===== src/rtl/alu_nibble_sequencer.sv =====
// alu_nibble_sequencer: drives one 4-bit 74181-style ALU slice over WIDTH/4
// nibble steps, LSB nibble first. The active-low carry ripples between steps.
// Each nibble is held for SETTLE_CYCLES+1 cycles before F is captured.
// Done pulses once the assembled result and flags are valid.
// Optional feature: define ALU_SEQ_OVF_EN to add the signed-overflow output ovf.
module alu_nibble_sequencer #(
   parameter int WIDTH         = 16,
   parameter int SETTLE_CYCLES = 2
) (
   input  logic             clk,
   input  logic             rstb,
   input  logic             start,
   input  logic [WIDTH-1:0] a,
   input  logic [WIDTH-1:0] b,
   input  logic [3:0]       s,
   input  logic             m,
   input  logic             cin_b,
   output logic             busy,
   output logic             done,
   output logic [WIDTH-1:0] result,
   output logic             cout_b,
   output logic             zero,
   output logic             aeb,
   output logic [3:0]       alu_a,
   output logic [3:0]       alu_b,
   output logic [3:0]       alu_s,
   output logic             alu_m,
   output logic             alu_cnb,
   input  logic [3:0]       alu_f,
   input  logic             alu_cn4b,
   input  logic             alu_aeb
`ifdef ALU_SEQ_OVF_EN
   ,
   output logic             ovf
`endif
);

   localparam int NIB   = WIDTH / 4;
   localparam int NIB_W = (NIB > 1) ? $clog2(NIB) : 1;
   localparam int CNT_W = (SETTLE_CYCLES > 0) ? $clog2(SETTLE_CYCLES + 1) : 1;

   // Idle slice drive: logic mode, S=0011 forces F=0 on the slice.
   localparam logic [3:0] S_PARK = 4'b0011;

   typedef enum logic [1:0] {ST_IDLE, ST_RUN, ST_DONE} state_t;

   state_t           state, state_nxt;
   logic [WIDTH-1:0] a_sh, b_sh;     // operand nibbles not yet sent to the slice
   logic [WIDTH-1:0] result_cap;     // result with the current F nibble merged in
   logic [NIB_W-1:0] nib;
   logic [CNT_W-1:0] cnt;
   logic             aeb_acc;
   logic             capture, last;

   // State register.
   always_ff @(posedge clk or negedge rstb) begin
      // NOTE: clocked state uses non-blocking assignments so every register
      // samples pre-edge values, independent of process evaluation order.
      if (!rstb) state <= ST_IDLE;
      else       state <= state_nxt;
   end

   // Next-state decode, capture strobes and the merged result word.
   always_comb begin
      // NOTE: every combinational output gets a default first, so no path
      // leaves one unassigned and no latch is inferred.
      state_nxt  = state;
      capture    = 1'b0;
      last       = 1'b0;
      result_cap = result;
      for (int i = 0; i < NIB; i++) begin
         if (nib == NIB_W'(i)) result_cap[4*i +: 4] = alu_f;
      end
      case (state)
         ST_IDLE: if (start) state_nxt = ST_RUN;
         ST_RUN: begin
            capture = (cnt == CNT_W'(SETTLE_CYCLES));
            last    = capture && (nib == NIB_W'(NIB - 1));
            if (last) state_nxt = ST_DONE;
         end
         ST_DONE: state_nxt = ST_IDLE;
         default: state_nxt = ST_IDLE;
      endcase
   end

   // Datapath: operand latch, slice drive, nibble capture and final flags.
   always_ff @(posedge clk or negedge rstb) begin
      if (!rstb) begin
         a_sh    <= '0;
         b_sh    <= '0;
         nib     <= '0;
         cnt     <= '0;
         aeb_acc <= 1'b0;
         busy    <= 1'b0;
         done    <= 1'b0;
         result  <= '0;
         cout_b  <= 1'b1;
         zero    <= 1'b0;
         aeb     <= 1'b0;
         alu_a   <= 4'h0;
         alu_b   <= 4'h0;
         alu_s   <= S_PARK;
         alu_m   <= 1'b1;
         alu_cnb <= 1'b1;
      end else begin
         done <= 1'b0;
         case (state)
            ST_IDLE: begin
               if (start) begin
                  alu_a   <= a[3:0];
                  alu_b   <= b[3:0];
                  a_sh    <= a >> 4;
                  b_sh    <= b >> 4;
                  alu_s   <= s;
                  alu_m   <= m;
                  alu_cnb <= cin_b;
                  nib     <= '0;
                  cnt     <= '0;
                  aeb_acc <= 1'b1;
                  busy    <= 1'b1;
               end
            end
            ST_RUN: begin
               if (capture) begin
                  result  <= result_cap;
                  aeb_acc <= aeb_acc & alu_aeb;
                  alu_cnb <= alu_cn4b;
                  if (last) begin
                     cout_b  <= alu_cn4b;
                     zero    <= (result_cap == '0);
                     aeb     <= aeb_acc & alu_aeb;
                     done    <= 1'b1;
                     alu_a   <= 4'h0;
                     alu_b   <= 4'h0;
                     alu_s   <= S_PARK;
                     alu_m   <= 1'b1;
                     alu_cnb <= 1'b1;
                  end else begin
                     nib   <= nib + 1'b1;
                     cnt   <= '0;
                     alu_a <= a_sh[3:0];
                     alu_b <= b_sh[3:0];
                     a_sh  <= a_sh >> 4;
                     b_sh  <= b_sh >> 4;
                  end
               end else begin
                  cnt <= cnt + 1'b1;
               end
            end
            ST_DONE: busy <= 1'b0;
            default: busy <= 1'b0;
         endcase
      end
   end

`ifdef ALU_SEQ_OVF_EN
   logic a_msb, b_msb, ovf_cap;

   // Signed overflow for add (S=1001) and subtract (S=0110) in arithmetic mode.
   always_comb begin
      ovf_cap = 1'b0;
      if (!alu_m && alu_s == 4'b1001)
         ovf_cap = (a_msb == b_msb) && (alu_f[3] != a_msb);
      else if (!alu_m && alu_s == 4'b0110)
         ovf_cap = (a_msb != b_msb) && (alu_f[3] != a_msb);
   end

   // Latch operand sign bits at accept; register ovf with the final capture.
   always_ff @(posedge clk or negedge rstb) begin
      if (!rstb) begin
         a_msb <= 1'b0;
         b_msb <= 1'b0;
         ovf   <= 1'b0;
      end else if (state == ST_IDLE && start) begin
         a_msb <= a[WIDTH-1];
         b_msb <= b[WIDTH-1];
      end else if (last) begin
         ovf <= ovf_cap;
      end
   end
`endif

endmodule


===== config.mk =====
export PLATFORM = sky130hd
export DESIGN_NAME = alu_nibble_sequencer
export DESIGN_NICKNAME = d
export VERILOG_FILES = /design/src/rtl/alu_nibble_sequencer.sv
export SDC_FILE = /design/constraint.sdc
export NUM_CORES = 1
export LEC_CHECK = 0
export CORE_MARGIN = 3
export CORE_UTILIZATION = 50
export DETAILED_ROUTE_END_ITERATION = 8
export PLACE_DENSITY = 0.88
export SYNTH_ARGS = -nofsm -noshare
export SYNTH_HDL_FRONTEND = slang
export SYNTH_SLANG_ARGS = --single-unit

===== constraint.sdc =====
create_clock -name clk -period 3 [get_ports clk]
set_clock_uncertainty 0.2 [all_clocks]
set_input_delay 0.9 -clock clk [delete_from_list [all_inputs] [get_ports clk]]
set_output_delay 0.9 -clock clk [all_outputs]
set_load 0.02 [all_outputs]

==> results.yml, run 1 <==
critical_path:
  path_cells: "clkdlybuf4s50_1"
  cp_max_fo: 2
  endpoint: "alu_m"
  crit_family: "buffers and inverters"
  cp.depth: 1
  crit_path_start: "alu_m$_DFFE_PN1P_"
  critPathKind: "reg -> out"
  r2r_end: "result[13]$_DFFE_PN0P_"
  worstReg2RegStart: "state[0]$_DFFE_PN0P_"
  ff2ff_setup_slack_ns: 0.62
  crit_slowest_cell: "clkdlybuf4s50_1"
  cp.arrival_ns: 1.47
  crit_required_ns: 1.90
  worstSetupEndpointType: "output port"
  crit_path_max_incr_delay_ns: 0.60
  start_kind: "flop"
  reg2reg_depth: 5
  crit_buf_inv: 1
clocking:
  cts_tree: "built"
  cts.hold.buffers_added: 0
  clock-sinks: 66
  post_cts_resized: 0
  cts_root_buf: "clkbuf_8"
  clk_latency_ns: 0.34
  path_clk_slew_ns: 0.06
  htree_levels: 3
  cts_made_buffers: 9
  cts_buffer_depth: 2
  cts_setup_buffers: 0
final_layout:
  fin_area_um2: 4030
  layout.nets: 429
  syn2layout_area_growth_pct: 37.0
  nFillCells: 420
  multi_input_area_um2: 1180
  antenna_cells: 0
  stdcell_count: 455
  drive_gt1_share_pct: 12.0
  regArea_um2: 1660
logic_synthesis:
  synthArstFlopShare_pct: 100
  synth_edf_count: 0
  synth_seq_cells: 66
  syn_area_um2: 2940
  synth.area.top_cells: "dfrtp_1, nand2_1, nor2_1"
  mappedNetlistNets: 343
  synth_top_area_cell: "dfrtp_1"
  netlist_instances: 292
  synth.top_cell.area_share_pct: 52.0
  synth-seq-area-share_pct: 56.4
  ys_warn_count: 0
  synth_area_per_cell_um2: 10.1
  synth_cell_type_count: 36
  synth_ff_type: "dfrtp_1"
route:
  vias: 2435
  ant_nets: 0
  routed_via_density: 5.35
  wl_um: 6950
  drt_iter0_drc: 179
  route.detailed.drc: 0
  routedWlPerCell_um: 15.3
  dr.pass1.iters: 5
timing:
  max_freq_mhz: 390
  period_needed_ns: 2.57
  hold_slack_ns: 0.258
  period_share_pct: 85.5
  setup_tns_ns: 0
  setup_viol: 0
  tightest_slew_ns: 0.597
  maxSlewHeadroom_pct: 60.2
  slew_violations: 0
  rsz0062_at_grt: "no"
  finalHoldViolations: 0
die:
  rows: 27
  fp.coreArea_um2: 5610
  die_h_um: 82.7
  dieArea_um2: 6830
  start_util_pct: 52.4
  pin_count: 82
  die-width_um: 82.7
pwr:
  p_leak_nw: 1.72
  power.density_nw_per_um2: 1080
  peakVddDrop_v: 0.000609
min_path:
  hold_class: "reg -> reg"
global_route:
  grt_start_max_net_pins: 44
  grt.total_usage_pct: 21.7
  grt_pass1_vias: 2370
  antenna_found_initial: 0
  grt.overflow.total: 0
  grt_first_pass_wirelength_um: 11100
place:
  io_buffers: 81
  dp_hpwl_um: 4950
  gp_congestion: 0.799
  placed_cell_area_um2: 3840
  post-place-cells: 439
flow_run:
  cap_violations: 0
run_status:
  outcome: "finished clean"
layout make-up:
cell class	instances	share of cell area [%]
inverters	8	0.746
multi-input cells	205	29.3
repair buffers	88	21.9
clock buffers	14	4.29
flip-flops and latches	66	41.2
clock inverters	2	0.249
well taps	72	2.24
worst min path at each step:
stage,end,cells after the start,startpoint
2_1_floorplan,aeb_acc$_DFFE_PN0P_,1,aeb_acc$_DFFE_PN0P_
3_3_place_gp,cout_b$_DFFE_PN1P_,2,cout_b$_DFFE_PN1P_
3_5_place_dp,cout_b$_DFFE_PN1P_,2,cout_b$_DFFE_PN1P_
4_1_cts,cout_b$_DFFE_PN1P_,2,cout_b$_DFFE_PN1P_
5_1_grt,cout_b$_DFFE_PN1P_,2,cout_b$_DFFE_PN1P_
6_report,cout_b$_DFFE_PN1P_,2,cout_b$_DFFE_PN1P_
power breakdown:
group	internal (mW)	switching, mW	total, mW	leakage (nW)
registers	1.34	0.313	1.65	0.777
clock network	0.366	0.308	0.674	0.0965
logic	0.947	1.06	2.00	0.842
stage by stage:
step                setup slack [ns]  total power, mW  utilization, %
finish                         0.434             4.33            71.8
global route                   0.392             4.64            71.8
CTS                            0.413             4.36            71.8
detailed placement             0.305             3.64            68.5
global placement               0.338             3.55            68.5
floorplan                      0.858             2.85               -
sequential cells by signal, indices dropped and copies added, names as in the netlist, 2 cells and up:
signal	cells
state	2
alu_a	4
alu_s	4
b_sh	12
cnt	2
result	16
alu_b	4
a_sh	12
nib	2
cells by family (layout without fill, tap and decap cells):
group                      count (synthesis)  after routing  share of synthesized area [%]
muxes                                     13             13                           4.94
and+or+nand+nor                          124            124                           18.9
adders and majority gates                  4              4                           1.70
AOI/OAI and AO/OA                         64             64                           14.6
buffers and inverters                     21            112                           3.45
DFF                                       66             66                           56.4
routing by layer:
| metal | routed length [um] | GRT usage [%] | vias to the layer above | share of wire [%] |
|---|---|---|---|---|
| met5 | 0 | 0 | - | 0 |
| met4 | 103 | 8.99 | 0 | 1.5 |
| met2 | 3510 | 35.3 | 74 | 51 |
| li1 | - | - | 1180 | - |
| met1 | 3020 | 28.5 | 1171 | 43 |
| met3 | 320 | 4.23 | 10 | 4.6 |
layout by cell type (no fill, tap or decap), drive strengths merged, types with 2 or more instances in the layout:
master	count
a21oi	22
a22o	9
a31oi	16
buf	8
clkbuf	14
clkdlybuf4s50	80
clkinv	2
dfrtp	61
dfstp	5
ha	4
inv	8
mux2	12
nand2	58
nand2b	4
nand3	4
nand3b	2
nor2	37
nor2b	9
nor3	3
nor4	3
o21ai	9
cells in the mapped netlist, types with 2 or more instances:
cell type / count
clkbuf_1: 3
dfrtp_1: 61
o21ai_0: 9
nor4_1: 3
a21oi_1: 21
buf_6: 2
nand3_1: 4
ha_1: 4
a31oi_1: 16
nand2_1: 58
dfstp_2: 5
buf_2: 6
nand2b_1: 4
mux2_2: 12
nor2b_1: 9
inv_1: 8
buf_1: 2
a22o_1: 9
nor2_1: 37
nand3b_1: 2
nor3_1: 2
No activity file was read; power rests on OpenSTA's default activity.
==> inputs of run 2 (changes only) <==
--- a/config.mk
+++ b/config.mk
@@ -5,10 +5,12 @@
 export SDC_FILE = /design/constraint.sdc
 export NUM_CORES = 1
 export LEC_CHECK = 0
+export CELL_PAD_IN_SITES_DETAIL_PLACEMENT = 0
+export CELL_PAD_IN_SITES_GLOBAL_PLACEMENT = 1
 export CORE_MARGIN = 3
-export CORE_UTILIZATION = 50
+export CORE_UTILIZATION = 39
 export DETAILED_ROUTE_END_ITERATION = 8
-export PLACE_DENSITY = 0.88
+export PLACE_DENSITY = 0.9
 export SYNTH_ARGS = -nofsm -noshare
 export SYNTH_HDL_FRONTEND = slang
 export SYNTH_SLANG_ARGS = --single-unit
==> results.yml, run 2 (synthesis gave the netlist of run 1 again) <==
critical_path:
  worstSetupEndpointType: "output port"
  crit_family: "buffers and inverters"
  worstReg2RegStart: "state[0]$_DFFE_PN0P_"
  cp.depth: 1
  start_kind: "flop"
  cp_max_fo: 2
  cp.arrival_ns: 1.46
  crit_path_start: "alu_m$_DFFE_PN1P_"
  crit_buf_inv: 1
  crit_required_ns: 1.90
  reg2reg_depth: 6
  crit_path_max_incr_delay_ns: 0.60
  path_cells: "clkdlybuf4s50_1"
  critPathKind: "reg -> out"
  crit_slowest_cell: "clkdlybuf4s50_1"
clocking:
  htree_levels: 3
  cts.hold.buffers_added: 0
  cts_made_buffers: 9
  clock-sinks: 66
  post_cts_resized: 0
  cts_setup_buffers: 0
  cts_tree: "built"
  cts_buffer_depth: 2
  clk_latency_ns: 0.32
  path_clk_slew_ns: 0.07
  cts_root_buf: "clkbuf_8"
pwr:
  peakVddDrop_v: 0.000467
  switching_share_pct: 37.9
  power.density_nw_per_um2: 1050
  p_int_mw: 2.65
  combinationalPowerShare_pct: 46.0
  pwr-share-clk_pct: 15.8
  p_sw_mw: 1.62
  seqPwrFrac_pct: 38.3
  p_leak_nw: 1.72
die:
  die_h_um: 92.8
  dieArea_um2: 8610
  rows: 31
  fp.coreArea_um2: 7290
  start_util_pct: 40.3
  die-width_um: 92.8
  pin_count: 82
final_layout:
  syn2layout_area_growth_pct: 38.2
  largestRegisters: "result (16), a_sh (12), b_sh (12)"
  layout_commonest_cell: "clkdlybuf4s50_1"
  stdcell_count: 482
  drive_gt1_share_pct: 12.0
  final_cell_mix: "clkdlybuf4s50_1, dfrtp_1, nand2_1, nor2_1, a21oi_1"
  antenna_cells: 0
  regArea_um2: 1660
  top_register: "result"
  largest_reg_flops: 16
  multi_input_area_um2: 1180
  layout.nets: 429
  nFillCells: 673
min_path:
  hold_start: "cout_b$_DFFE_PN1P_"
  hold_class: "reg -> reg"
  min_path_cells: 2
route:
  routedWlPerCell_um: 13.8
  routed_via_density: 4.88
  dr.pass1.iters: 4
  vias: 2352
  ant_nets: 0
  route.detailed.drc: 0
  drt_iter0_drc: 161
  wl_um: 6650
place:
  dp_hpwl_um: 4830
  post-place-cells: 466
  place_ws_ns: 0.298
  io_buffers: 81
  gp_congestion: 0.774
timing:
  rsz0062_at_grt: "no"
  setup_viol: 0
  slew_violations: 0
  finalHoldViolations: 0
  period_share_pct: 85.4
  max_freq_mhz: 390
  setup_tns_ns: 0
  period_needed_ns: 2.56
  tightest_slew_ns: 0.628
  setup_slack_ns: 0.439
  maxSlewHeadroom_pct: 58.1
global_route:
  grt_first_pass_wirelength_um: 10900
  grt_pass1_vias: 2289
  grt.overflow.total: 0
  grt.total_usage_pct: 16.0
  grt_start_max_net_pins: 67
  antenna_found_initial: 0
run_status:
  outcome: "finished clean"
flow_run:
  cap_violations: 0
==> run 2: metal layers <==
metal | wire length [um] | GRT usage [%]
met5 | 0 | 0
met4 | 41 | 6.47
met3 | 269 | 2.92
met2 | 3320 | 25.6
met1 | 3020 | 21.6
==> run 2: area by class of cell <==
class / count / share of cell area [%]
multi-input combinational: 205 / 29.1
inverter: 8 / 0.740
clock inverter: 2 / 0.247
tap: 99 / 3.05
sequential: 66 / 40.8
clock buffer: 14 / 4.25
timing repair buffer: 88 / 21.8
==> run 2: power groups by stage <==
stage	Sequential [mW]	Clock, mW	Combinational [mW]
floorplan	1.83	0	1.03
global placement	1.64	0	1.93
detailed placement	1.65	0	1.98
CTS	1.64	0.694	1.98
global route	1.70	0.728	2.16
finish	1.63	0.674	1.96
==> run 2: worst register-to-register path, cell delays in order (launching register included) <==
cell and delay [ns]:
dfrtp_1 0.74, nor2b_2 0.25, buf_4 0.27, nand2_1 0.27, inv_1 0.24, nand2_1 0.09
nand2_1 0.07
==> run 2: final timing paths <==
kind	endpoint	slack [ns]
hold / removal	cout_b$_DFFE_PN1P_	0.26
setup reg to reg	result[12]$_DFFE_PN0P_	0.82
setup / recovery	alu_m	0.44
max in group asynchronous	alu_s[0]$_DFFE_PN1P_	1.89
hold reg to reg	cout_b$_DFFE_PN1P_	0.26
min in group asynchronous	alu_a[0]$_DFFE_PN0P_	0.36
==> run 2: per-stage QoR <==
step	util (%)	total power, mW	hold slack [ns]	area, um^2
detailed placement	53.2	3.63	0.248	3880
global route	55.7	4.59	0.276	4060
finish	55.7	4.27	0.257	4060
floorplan	-	2.85	0.250	2940
global placement	53.2	3.57	0.246	3880
CTS	55.7	4.32	0.259	4060
==> inputs of run 3 (changes only) <==
--- a/config.mk
+++ b/config.mk
@@ -9,6 +9,7 @@
 export CELL_PAD_IN_SITES_GLOBAL_PLACEMENT = 1
 export CORE_MARGIN = 3
 export CORE_UTILIZATION = 39
+export CTS_CLUSTER_DIAMETER = 40
 export DETAILED_ROUTE_END_ITERATION = 8
 export PLACE_DENSITY = 0.9
 export SYNTH_ARGS = -nofsm -noshare
==> constraint.sdc (replaced) <==
create_clock -name clk -period 3.09 [get_ports clk]
set_clock_uncertainty 0.2 [all_clocks]
set_input_delay 0.927 -clock clk [delete_from_list [all_inputs] [get_ports clk]]
set_output_delay 0.927 -clock clk [all_outputs]
set_load 0.02 [all_outputs]
==> results.yml, run 3 (synthesis gave the netlist of run 1 again) <==
run_status:
  outcome: "finished clean"
clocking:
  cts_setup_buffers: 0
  cts_root_buf: "clkbuf_8"
  path_clk_slew_ns: 0.06
  htree_levels: 3
  cts_made_buffers: 9
  clk_latency_ns: 0.33
  clock-sinks: 66
  post_cts_resized: 0
  cts.hold.buffers_added: 0
  cts_tree: "built"
  cts_buffer_depth: 2
place:
  gp_congestion: 0.778
  dp_hpwl_um: 5030
  io_buffers: 81
  place_ws_ns: 0.314
final_layout:
  multi_input_area_um2: 1180
  drive_gt1_share_pct: 12.0
  nFillCells: 701
  antenna_cells: 0
  syn2layout_area_growth_pct: 38.9
  final_cell_mix: "clkdlybuf4s50_1, dfrtp_1, nand2_1, nor2_1, a21oi_1"
  largestRegisters: "result (16), a_sh (12), b_sh (12)"
  top_register: "result"
  largest_reg_flops: 16
  layout_commonest_cell: "clkdlybuf4s50_1"
  regArea_um2: 1660
  layout.nets: 429
critical_path:
  cp_max_fo: 2
  crit_slowest_cell: "clkdlybuf4s50_1"
  start_kind: "flop"
  path_cells: "clkdlybuf4s50_1"
  crit_buf_inv: 1
  critPathKind: "reg -> out"
  worstReg2RegStart: "state[0]$_DFFE_PN0P_"
  cp.arrival_ns: 1.46
  cp.depth: 1
  reg2reg_depth: 5
  crit_path_max_incr_delay_ns: 0.60
  r2r_end: "result[14]$_DFFE_PN0P_"
  crit_required_ns: 1.96
  ff2ff_setup_slack_ns: 0.82
  crit_path_start: "alu_s[0]$_DFFE_PN1P_"
  crit_family: "buffers and inverters"
  worstSetupEndpointType: "output port"
  endpoint: "alu_s[0]"
route:
  ant_nets: 0
  routedWlPerCell_um: 14.0
  routed_via_density: 4.96
  vias: 2384
  dr.pass1.iters: 4
  route.detailed.drc: 0
  wl_um: 6760
  drt_iter0_drc: 180
die:
  rows: 31
  start_util_pct: 40.3
  dieArea_um2: 8610
  pin_count: 82
  die-width_um: 92.8
  fp.coreArea_um2: 7290
  die_h_um: 92.8
timing:
  setup_viol: 0
  period_share_pct: 83.8
  slew_violations: 0
  finalHoldViolations: 0
  hold_slack_ns: 0.255
  period_needed_ns: 2.59
  rsz0062_at_grt: "no"
  maxSlewHeadroom_pct: 58.7
  max_freq_mhz: 386
  setup_tns_ns: 0
  tightest_slew_ns: 0.619
  setup_slack_ns: 0.499
global_route:
  antenna_found_initial: 0
  grt_start_max_net_pins: 44
  grt_pass1_vias: 2364
  grt.total_usage_pct: 16.6
  grt.overflow.total: 0
  grt_first_pass_wirelength_um: 11400
min_path:
  hold_class: "reg -> reg"
  min_path_cells: 2
flow_run:
  cap_violations: 0
pwr:
  power.density_nw_per_um2: 1040
  peakVddDrop_v: 0.000420
  p_leak_nw: 1.73
run 3: changes by cell type in the layout (fill, tap and decap cells not counted):
cell and change:
bufinv_16 +1, clkbuf_1 -1, clkinv_2 -1
run 3: layout make-up:
type | instances | area share, %
clock buffers | 13 | 4.14
inverters | 8 | 0.736
flip-flops and latches | 66 | 40.6
repair buffers | 88 | 21.6
multi-input cells | 205 | 28.9
well taps | 99 | 3.04
clock inverters | 2 | 0.859
run 3: through the flow:
step	util (%)	area (um^2)	cells	total power, mW
6_report	56.0	4080	481	4.24
5_1_grt	56.0	4080	481	4.54
4_1_cts	56.0	4080	481	4.28
3_5_place_dp	53.2	3880	466	3.54
3_3_place_gp	53.2	3880	466	3.47
2_1_floorplan	-	2940	292	2.77
run 3: worst min path at each step:
stage                             start                  end
floorplan           aeb_acc$_DFFE_PN0P_  aeb_acc$_DFFE_PN0P_
global placement     cout_b$_DFFE_PN1P_   cout_b$_DFFE_PN1P_
detailed placement   cout_b$_DFFE_PN1P_   cout_b$_DFFE_PN1P_
CTS                  cout_b$_DFFE_PN1P_   cout_b$_DFFE_PN1P_
global route         cout_b$_DFFE_PN1P_   cout_b$_DFFE_PN1P_
finish               cout_b$_DFFE_PN1P_   cout_b$_DFFE_PN1P_
run 3: per-layer routing:
metal  track usage (%)  routed length, um  vias to the layer above
met5                 0                  0                        -
met4              6.59                108                        0
met3              3.49                310                       10
met2              26.0               3280                       58
met1              22.4               3050                     1140
li1                  -                  -                     1176
run 3: power by group:
part / leakage (nW) / switching, mW / internal [mW]
combinational: 0.842 / 0.993 / 0.919
clock: 0.106 / 0.302 / 0.434
sequential: 0.777 / 0.289 / 1.30
